--- config.mk ---
export PLATFORM = sky130hd
export DESIGN_NAME = pixel_stream_framer_flat
export DESIGN_NICKNAME = d
export VERILOG_FILES = /design/src/rtl/pixel_stream_framer_if.sv /design/src/rtl/pixel_stream_framer.sv /design/src/flat_wrapper.sv
export SDC_FILE = /design/constraint.sdc
export NUM_CORES = 1
export LEC_CHECK = 0
export ABC_AREA = 1
export BUFFER_PORTS_ARGS = -buffer_cell sky130_fd_sc_hd__buf_2
export CELL_PAD_IN_SITES_DETAIL_PLACEMENT = 1
export CELL_PAD_IN_SITES_GLOBAL_PLACEMENT = 1
export CORE_ASPECT_RATIO = 0.7
export CORE_UTILIZATION = 35
export CTS_CLUSTER_SIZE = 14
export DETAILED_ROUTE_END_ITERATION = 8
export GPL_TIMING_DRIVEN = 0
export PLACE_DENSITY_LB_ADDON = 0.1
export SLEW_MARGIN = 20
export SYNTH_ARGS = -nofsm -noshare
export SYNTH_HDL_FRONTEND = slang
export SYNTH_SLANG_ARGS = --single-unit
--- constraint.sdc ---
create_clock -name axi_clk -period 3.15 [get_ports axi_clk]
set_clock_uncertainty 0.1 [all_clocks]
set_input_delay 0 -clock axi_clk [delete_from_list [all_inputs] [get_ports axi_clk]]
set_output_delay 0 -clock axi_clk [all_outputs]
set_load 0.03 [all_outputs]
--- src/rtl/pixel_stream_framer_if.sv ---
// Pixel stream interface: valid/ready handshake plus a data word and the
// video sideband flags (last = end of line, user = start of frame).
// The slave view carries only the handshake and data, because the framer
// generates the sideband flags itself rather than accepting them from upstream.
interface pixel_stream_framer_if #(
   parameter int DATA_WIDTH = 32
);
   logic                  valid;
   logic                  ready;
   logic [DATA_WIDTH-1:0] data;
   logic                  last;
   logic                  user;

   modport master (output valid, output data, output last, output user, input ready);
   modport slave  (input valid, input data, output ready);
endinterface

--- src/rtl/pixel_stream_framer.sv ---
// pixel_stream_framer: absorbs a late-valid upstream pixel stream in a small
// first-word-fall-through FIFO and re-emits it as a video stream with
// end-of-line (last) and start-of-frame (user) flags.
// Optional feature: define FRAMER_FRAME_CNT_EN to add a 16-bit frame_count output.
module pixel_stream_framer #(
   parameter int DATA_WIDTH      = 32,
   parameter int FIFO_DEPTH      = 8,
   parameter int WORDS_PER_LINE  = 160,
   parameter int LINES_PER_FRAME = 480
) (
   input  logic                   axi_clk,
   input  logic                   axi_reset,
   input  logic                   soft_clr,
   pixel_stream_framer_if.slave   s_axis,
   pixel_stream_framer_if.master  m_axis,
   output logic                   overflow,
   output logic                   frame_done
`ifdef FRAMER_FRAME_CNT_EN
   ,
   output logic [15:0]            frame_count
`endif
);
   localparam int AW = $clog2(FIFO_DEPTH);
   localparam int CW = $clog2(WORDS_PER_LINE);
   localparam int RW = (LINES_PER_FRAME > 1) ? $clog2(LINES_PER_FRAME) : 1;
   localparam logic [AW:0]   FULL_C      = (AW+1)'(FIFO_DEPTH);
   localparam logic [AW:0]   READY_MAX_C = (AW+1)'(FIFO_DEPTH - 2);
   localparam logic [CW-1:0] COL_LAST_C  = CW'(WORDS_PER_LINE - 1);
   localparam logic [RW-1:0] ROW_LAST_C  = RW'(LINES_PER_FRAME - 1);

   logic [DATA_WIDTH-1:0] mem [FIFO_DEPTH];

   logic [AW-1:0] wr_ptr_q, wr_ptr_d;
   logic [AW-1:0] rd_ptr_q, rd_ptr_d;
   logic [AW:0]   count_q, count_d;
   logic [CW-1:0] col_q, col_d;
   logic [RW-1:0] row_q, row_d;
   logic          ready_q, ready_d;
   logic          overflow_q, overflow_d;
   logic          frame_done_q, frame_done_d;
   logic          rd, wr, wr_en, line_last, frame_first;

   // Output side: FWFT head word and sideband flags from registered state,
   // so everything holds steady while the consumer stalls.
   assign line_last     = (col_q == COL_LAST_C);
   assign frame_first   = (col_q == '0) && (row_q == '0);
   assign m_axis.valid  = (count_q != '0);
   assign m_axis.data   = mem[rd_ptr_q];
   assign m_axis.last   = line_last;
   assign m_axis.user   = frame_first;
   assign s_axis.ready  = ready_q;
   assign overflow      = overflow_q;
   assign frame_done    = frame_done_q;

   // Next-state logic: FIFO occupancy, drop detection and line/frame counters.
   always_comb begin
      wr_ptr_d     = wr_ptr_q;
      rd_ptr_d     = rd_ptr_q;
      count_d      = count_q;
      col_d        = col_q;
      row_d        = row_q;
      overflow_d   = overflow_q;
      frame_done_d = 1'b0;

      rd = m_axis.valid & m_axis.ready;
      // Upstream valid lags its ready by a cycle, so ready is not used to
      // qualify writes; a word arriving while full is only kept if a read
      // frees its slot in the same cycle.
      wr = s_axis.valid & ((count_q < FULL_C) | rd);
      wr_en = wr & ~soft_clr;

      if (soft_clr) begin
         wr_ptr_d   = '0;
         rd_ptr_d   = '0;
         count_d    = '0;
         col_d      = '0;
         row_d      = '0;
         overflow_d = 1'b0;
      end else begin
         if (wr) wr_ptr_d = wr_ptr_q + 1'b1;
         if (rd) rd_ptr_d = rd_ptr_q + 1'b1;
         case ({wr, rd})
            2'b10:   count_d = count_q + 1'b1;
            2'b01:   count_d = count_q - 1'b1;
            default: count_d = count_q;
         endcase
         if (s_axis.valid && (count_q == FULL_C) && !rd) overflow_d = 1'b1;
         if (rd) begin
            frame_done_d = line_last && (row_q == ROW_LAST_C);
            if (line_last) begin
               col_d = '0;
               row_d = (row_q == ROW_LAST_C) ? '0 : row_q + 1'b1;
            end else begin
               col_d = col_q + 1'b1;
            end
         end
      end
      // Two free slots whenever ready is high cover the upstream skid word.
      ready_d = (count_d <= READY_MAX_C);
   end

   // State registers.
   always_ff @(posedge axi_clk or posedge axi_reset) begin
      if (axi_reset) begin
         wr_ptr_q     <= '0;
         rd_ptr_q     <= '0;
         count_q      <= '0;
         col_q        <= '0;
         row_q        <= '0;
         ready_q      <= 1'b1;
         overflow_q   <= 1'b0;
         frame_done_q <= 1'b0;
      end else begin
         wr_ptr_q     <= wr_ptr_d;
         rd_ptr_q     <= rd_ptr_d;
         count_q      <= count_d;
         col_q        <= col_d;
         row_q        <= row_d;
         ready_q      <= ready_d;
         overflow_q   <= overflow_d;
         frame_done_q <= frame_done_d;
      end
   end

   // FIFO storage write port; contents need no reset since count gates reads.
   always_ff @(posedge axi_clk) begin
      if (wr_en) mem[wr_ptr_q] <= s_axis.data;
   end

`ifdef FRAMER_FRAME_CNT_EN
   logic [15:0] frame_count_q, frame_count_d;

   // Completed-frame counter, stepping alongside the frame_done pulse.
   always_comb begin
      frame_count_d = frame_count_q + {15'd0, frame_done_d};
      if (soft_clr) frame_count_d = '0;
   end

   // Frame counter register.
   always_ff @(posedge axi_clk or posedge axi_reset) begin
      if (axi_reset) frame_count_q <= '0;
      else           frame_count_q <= frame_count_d;
   end

   assign frame_count = frame_count_q;
`endif
endmodule

--- src/flat_wrapper.sv ---
// flat-port wrapper written by rule: the top's interface ports become plain ports
module pixel_stream_framer_flat 
#(
   parameter int DATA_WIDTH      = 32,
   parameter int FIFO_DEPTH      = 8,
   parameter int WORDS_PER_LINE  = 160,
   parameter int LINES_PER_FRAME = 480
)
  (axi_clk, axi_reset, soft_clr, overflow, frame_done, s_axis_valid, s_axis_data, s_axis_ready, m_axis_valid, m_axis_data, m_axis_last, m_axis_user, m_axis_ready);
  pixel_stream_framer_if #(.DATA_WIDTH(DATA_WIDTH)) s_axis_i ();
  pixel_stream_framer_if #(.DATA_WIDTH(DATA_WIDTH)) m_axis_i ();
  input  logic axi_clk;
  input  logic axi_reset;
  input  logic soft_clr;
  output logic overflow;
  output logic frame_done;
  input wire logic [$bits(s_axis_i.valid)-1:0] s_axis_valid;
  input wire logic [$bits(s_axis_i.data)-1:0] s_axis_data;
  output wire logic [$bits(s_axis_i.ready)-1:0] s_axis_ready;
  output wire logic [$bits(m_axis_i.valid)-1:0] m_axis_valid;
  output wire logic [$bits(m_axis_i.data)-1:0] m_axis_data;
  output wire logic [$bits(m_axis_i.last)-1:0] m_axis_last;
  output wire logic [$bits(m_axis_i.user)-1:0] m_axis_user;
  input wire logic [$bits(m_axis_i.ready)-1:0] m_axis_ready;
  assign s_axis_i.valid = s_axis_valid;
  assign s_axis_i.data = s_axis_data;
  assign s_axis_ready = s_axis_i.ready;
  assign m_axis_valid = m_axis_i.valid;
  assign m_axis_data = m_axis_i.data;
  assign m_axis_last = m_axis_i.last;
  assign m_axis_user = m_axis_i.user;
  assign m_axis_i.ready = m_axis_ready;
  pixel_stream_framer #(.DATA_WIDTH(DATA_WIDTH), .FIFO_DEPTH(FIFO_DEPTH), .WORDS_PER_LINE(WORDS_PER_LINE), .LINES_PER_FRAME(LINES_PER_FRAME)) u_core (.axi_clk(axi_clk), .axi_reset(axi_reset), .soft_clr(soft_clr), .s_axis(s_axis_i), .m_axis(m_axis_i), .overflow(overflow), .frame_done(frame_done));
endmodule
### After elaboration in Yosys (flattened, before gate mapping)

Memory sizes are Yosys's and may differ from the RTL's.
Cells that the tools add are included.

* register bits: 30
* RAM bits: 256
* input port bits: 37
* output and inout port bits: 38
* word-level logic and storage cells: 59
* memories kept: 1

* add/subtract/negate cells: 6
* magnitude comparators: 2
* equality and inequality tests: 5
* muxes and demuxes: 19
* bitwise logic cells: 5
* reductions and logical operators: 13

Memories
* u_core.mem: words 8, bits a word 32, read ports 1, clocked after memory_dff 0, write ports 1, RTL line pixel_stream_framer.sv:31 `logic [DATA_WIDTH-1:0] mem [FIFO_DEPTH];`

Operators by type and width (number)
* two-way mux 9 bit: 4
* two-way mux 8 bit: 3
* two-way mux 3 bit: 4
* adder 9 x 1 -> 9 bit, second input constant: 1
* == test 9 bit, second input constant: 1
* zero test 9 bit: 1
* adder 8 x 1 -> 8 bit, second input constant: 1
* == test 8 bit, second input constant: 1
* zero test 8 bit: 1
* case mux 4 bit (2 select lines): 1
* nonzero test 2 bit: 4
* adder 3 x 1 -> 3 bit, second input constant: 2
* two-way mux 1 bit: 6
* adder 4 x 1 -> 4 bit, second input constant: 1
* == test 4 bit, second input constant: 1
* less-or-equal comparator 4 x 3 -> 1 bit, second input constant: 1
* logical AND 1 bit: 4
* less-than comparator 4 bit, second input constant: 1
* two-way mux 4 bit: 1
* nonzero test 4 bit: 1
* subtractor 4 x 1 -> 4 bit, second input constant: 1
* bitwise AND 1 bit: 3
* == test 2 x 1 -> 1 bit, second input constant: 1
* == test 2 bit, second input constant: 1
* other kinds (4): 4

### Depth between registers and ports, before layout

* word-level depth: 8
* mapped depth: 16
* mapped depth without buffers: 16

### Least setup slack after synthesis

Ideal clock, no wire load.

* kind: register to register
* from: reg u_core.count_q[3]
* to: mem u_core.mem[0][0] (enable)
* setup time: 0.421 ns
* data arrival time: 2.295 ns
* data required time: 2.629 ns
* path slack: 0.334 ns
* stages on the path, launching flop included: 6
* buffers on the path: 0
* clock period less this slack: 2.816 ns
* cells stage by stage: dfrtp_1 -> inv_1 -> o21ai_0 -> nor2_1 -> nand2_1 -> nor2_1

* word-level cells in the longest chain between the ends: 7
* elaborated cells on any way between the ends: 8
* classes of those cells: order compare: 1; mux: 2; bitwise: 4; reduce/logical: 1

RTL lines
* from (decl): RTL line pixel_stream_framer.sv:35 `logic [AW:0] count_q, count_d;`
* from (signal assigned): RTL line pixel_stream_framer.sv:116 `count_q <= count_d;`
* branches (longest 2 deep; another with less-than comparator 4 bit)
* bitwise OR 1 bit (*): RTL line pixel_stream_framer.sv:69 `wr = s_axis.valid & ((count_q < FULL_C) | rd);`
* bitwise AND 1 bit (*): RTL line pixel_stream_framer.sv:69
* bitwise AND 1 bit (*): RTL line pixel_stream_framer.sv:70 `wr_en = wr & ~soft_clr;`
* two-way mux 1 bit (*): RTL line pixel_stream_framer.sv:127 `if (wr_en) mem[wr_ptr_q] <= s_axis.data;`
* two-way mux 1 bit (not written as such) (*): RTL line pixel_stream_framer.sv:127
* to (decl): RTL line pixel_stream_framer.sv:31

Mark *: on every way between the ends.

### Final worst setup path

* from: reg u_core.rd_ptr_q[2]
* to: out m_axis_data[24]

* word-level cells in the longest chain between the ends: 1

RTL lines
* from (decl): RTL line pixel_stream_framer.sv:34 `logic [AW-1:0] rd_ptr_q, rd_ptr_d;`
* from (signal assigned): RTL line pixel_stream_framer.sv:115 `rd_ptr_q <= rd_ptr_d;`
* memory (8 x 32 bit)
* to (decl): RTL line flat_wrapper.sv:21 `output wire logic [$bits(m_axis_i.data)-1:0] m_axis_data;`

No other way between the ends.

==> summary.txt <==
Clocking
  – Post-CTS Setup Repair Bufs: 0
  – Worst-Skew Late Latency: 0.56 ns
  – Post-CTS sizing: 0
  – CTS H-Tree Depth: 1
  – CTS Buf Count: 29
  – Register clock-pin slew on the reported worst setup and hold paths: 0.07 ns
  – Max clock buf depth: 3
  – TritonCTS Sinks: 286
  – Post-CTS Hold Buffers: 38
  – Root Buffer: clkbuf_16
  – CTS tree: done

Timing
  – Fin crit share: 89.8%
  – Worst-margin pin slew: 0.767 ns
  – Fmax achieved: 354 MHz
  – Max-slew violation count: 0
  – Final setup vio count: 0
  – Post-layout minimum cycle time: 2.83 ns
  – Slew headroom: 48.7%
  – Final Hold Vio Count: 0
  – RSZ-0062 raised after global routing: no

Die
  – Die height: 155 um
  – Core ar.: 0.0326 mm^2
  – Initial Utilization: 35.9%
  – Die Width: 220 um
  – Die area: 0.0341 mm^2
  – I/O pin count: 75
  – Cell row count: 55

Critical path
  – Worst setup SP type: flip-flop
  – R2R Setup Slk: 0.51 ns
  – Top cell family by delay on the critical path: buffers and inverters
  – CP max-delay cell: buf_1
  – Crit path kind: flip-flop to primary output
  – RR Startpoint: u_core.count_q[3]
  – Worst path buffer plus inverter count: 4
  – Worst EP required: 3.05 ns
  – Worst stage delay on the critical path: 0.62 ns
  – Reg2Reg Depth: 6
  – Critical path peak fanout: 10
  – CP Data Arrival Time: 2.73 ns
  – CP Capture Type: primary output
  – Cell Chain, Critical Path: inv_1, clkbuf_1, buf_1, nor2_1, a31oi_1, buf_2
  – R2R Path End: u_core.mem[6][17]

Power and ir drop
  – Logic pwr share: 27.9%
  – Sequential share of power: 39.6%
  – Switching part of the total power: 34.1%
  – Overall Power: 11.0 mW
  – Net Switching: 3.73 mW
  – Peak supply drop: 0.463 mV
  – P_leak: 5.15 nW
  – Internal: 7.22 mW
  – Clock network power share: 32.4%
  – Pwr Density: 768 mW/mm^2

Logic synthesis
  – Synthesis-stage register bit count: 286
  – Syn. warnings: 0
  – Synthesized area: 0.0117 mm^2
  – Top_reg_cell synth: edfxtp_1
  – Mapped Cells: 978
  – Ys async rst share: 10.5%
  – Syn avg cell area: 11.9 um^2
  – Synth cell types: 38
  – Seq/Total Area, Yosys: 72.3%
  – Syn nets: 1024
  – Post-synth EDFFs: 256

GRT
  – GRT overflow: 0
  – First-pass GRT wire length: 50100 um
  – Total track usage: 19.8%
  – Initial antenna violation count: 1
  – Vias in the first global route: 7927
  – Largest net degree at the start of global routing: 31

Placement
  – Hpwl dp: 22000 um
  – I/O Buffers: 73
  – Placer congestion estimate: 0.781

Detailed routing
  – Remaining routing DRC violations: 3
  – Wire per inst: 20.9 um
  – Total number of vias: 7897
  – Total iterations of the first detailed-routing run: 7
  – Final ANT Viol Nets: 0
  – Drt total wl: 33100 um
  – Vias per cell: 4.99
  – Iter 0 DRT Violations: 484

Cells and area
  – Final #Nets: 1177
  – Commonest non-fill, non-tap cell in the layout: edfxtp_1
  – Most frequent cells in the layout: edfxtp_1 (256), nor2_1 (250), o21ai_0 (139)
  – Synthesis-to-layout area growth: 22.2%
  – Share of cells above drive strength 1: 15.2%
  – Post-layout util: 43.8%

Flow run
  – Max Cap Violations: 0

Outcome
  – Outcome: finished with violations
  – Failing checks: design-rule violations

Worst hold path
  – Hold WC Path Type: input pin to asynchronous set/reset pin
[Yosys cell counts (2+ instances only)]
library cell,number,share of area (%)
clkbuf_2,2,0.086
o22ai_1,32,1.7
nand4_1,8,0.43
nor2_1,258,8.3
dfrtp_1,29,6.2
buf_1,2,0.064
inv_2,2,0.064
edfxtp_1,256,66
nand2_1,53,1.7
inv_1,44,1.4
buf_4,6,0.39
xor2_1,2,0.15
ha_1,9,0.96
nand2_4,3,0.29
a31oi_1,32,1.7
nor3_2,2,0.17
buf_2,15,0.64
nor3_1,3,0.13
a21oi_1,10,0.43
o21ai_0,139,6.0
o21ai_1,5,0.21
clkbuf_1,27,0.87
nand3_1,24,1.0
[per-stage QoR]
| stage | setup TNS (ns) | instances | area [um^2] | setup slack [ns] | hold slack, ns |
|---|---|---|---|---|---|
| 2_1_floorplan | 0 | 978 | 11700 | 0.334 | -0.00993 |
| 3_3_place_gp | -336.28 | 1478 | 12600 | -1.51 | 0.184 |
| 3_5_place_dp | 0 | 1489 | 12900 | 0.530 | 0.0757 |
| 4_1_cts | 0 | 1580 | 14300 | 0.281 | 0.0221 |
| 5_1_grt | 0 | 1581 | 14300 | 0.0987 | 0.0813 |
| 6_report | 0 | 1581 | 14300 | 0.323 | 0.00581 |
[state kept, by name, indices dropped and copies added (netlist names)]
register             count
u_core.rd_ptr_q          3
u_core.row_q             9
u_core.count_q           4
u_core.wr_ptr_q          3
u_core.overflow          1
u_core.col_q             8
u_core.mem             256
u_core.frame_done        1
u_core.s_axis.ready      1
[worst register-to-register path, cell delays in order, from the launching register on]
cell and delay (ns):
dfrtp_1 0.41, inv_1 0.13, o21ai_0 0.23, nor2_1 0.25, nand2_1 0.29, nor2_4 0.68
buf_16 0.25
[metal layers]
metal / vias to the layer above / track usage (%) / share of wire (%)
li1: 3784 / - / -
met1: 3953 / 31.2 / 53
met2: 117 / 28.6 / 42
met3: 43 / 2.85 / 3.3
met4: 0 / 4.04 / 1.7
met5: - / 0 / 0
[cells by family after synthesis]
family,after synthesis,synth area share [%]
flops,286,72.3
simple gates,359,12.6
buf+inv,100,3.68
xor+xnor,2,0.150
compound gates,222,10.3
fa+ha+maj,9,0.965
[power by group through the flow]
| stage | combinational [mW] | clock (mW) | sequential (mW) |
|---|---|---|---|
| after global placement | 2.96 | 0 | 4.43 |
| final | 3.06 | 3.55 | 4.34 |
| after floorplan | 1.91 | 0 | 4.42 |
| after detailed placement | 3.05 | 0 | 4.42 |
| after CTS | 3.10 | 3.63 | 4.34 |
| after global routing | 3.35 | 3.77 | 4.36 |
[cell type report]
type	instances	area (um^2)
Antenna cell	1	2.50
Clock buffer	41	801
Clock inverter	12	158
Sequential cell	286	8440
Tap cell	427	534
Timing Repair Buffer	122	1030
Buffer	53	250
Fill cell	3497	18300
Multi-Input combinational cell	592	2870
Inverter	47	179
[worst max-delay path by stage]
| stage | from | to | depth (start not counted) |
|---|---|---|---|
| 6_report | u_core.rd_ptr_q[2] | m_axis_data[24] | 6 |
| 5_1_grt | u_core.rd_ptr_q[1] | m_axis_data[21] | 8 |
| 4_1_cts | u_core.rd_ptr_q[2] | m_axis_data[28] | 6 |
| 3_5_place_dp | u_core.count_q[3] | u_core.mem[6][17] | 6 |
| 3_3_place_gp | u_core.count_q[3] | u_core.mem[0][18] | 5 |
| 2_1_floorplan | u_core.count_q[3] | u_core.mem[0][0] | 5 |
(Power assumes the default switching activity.)
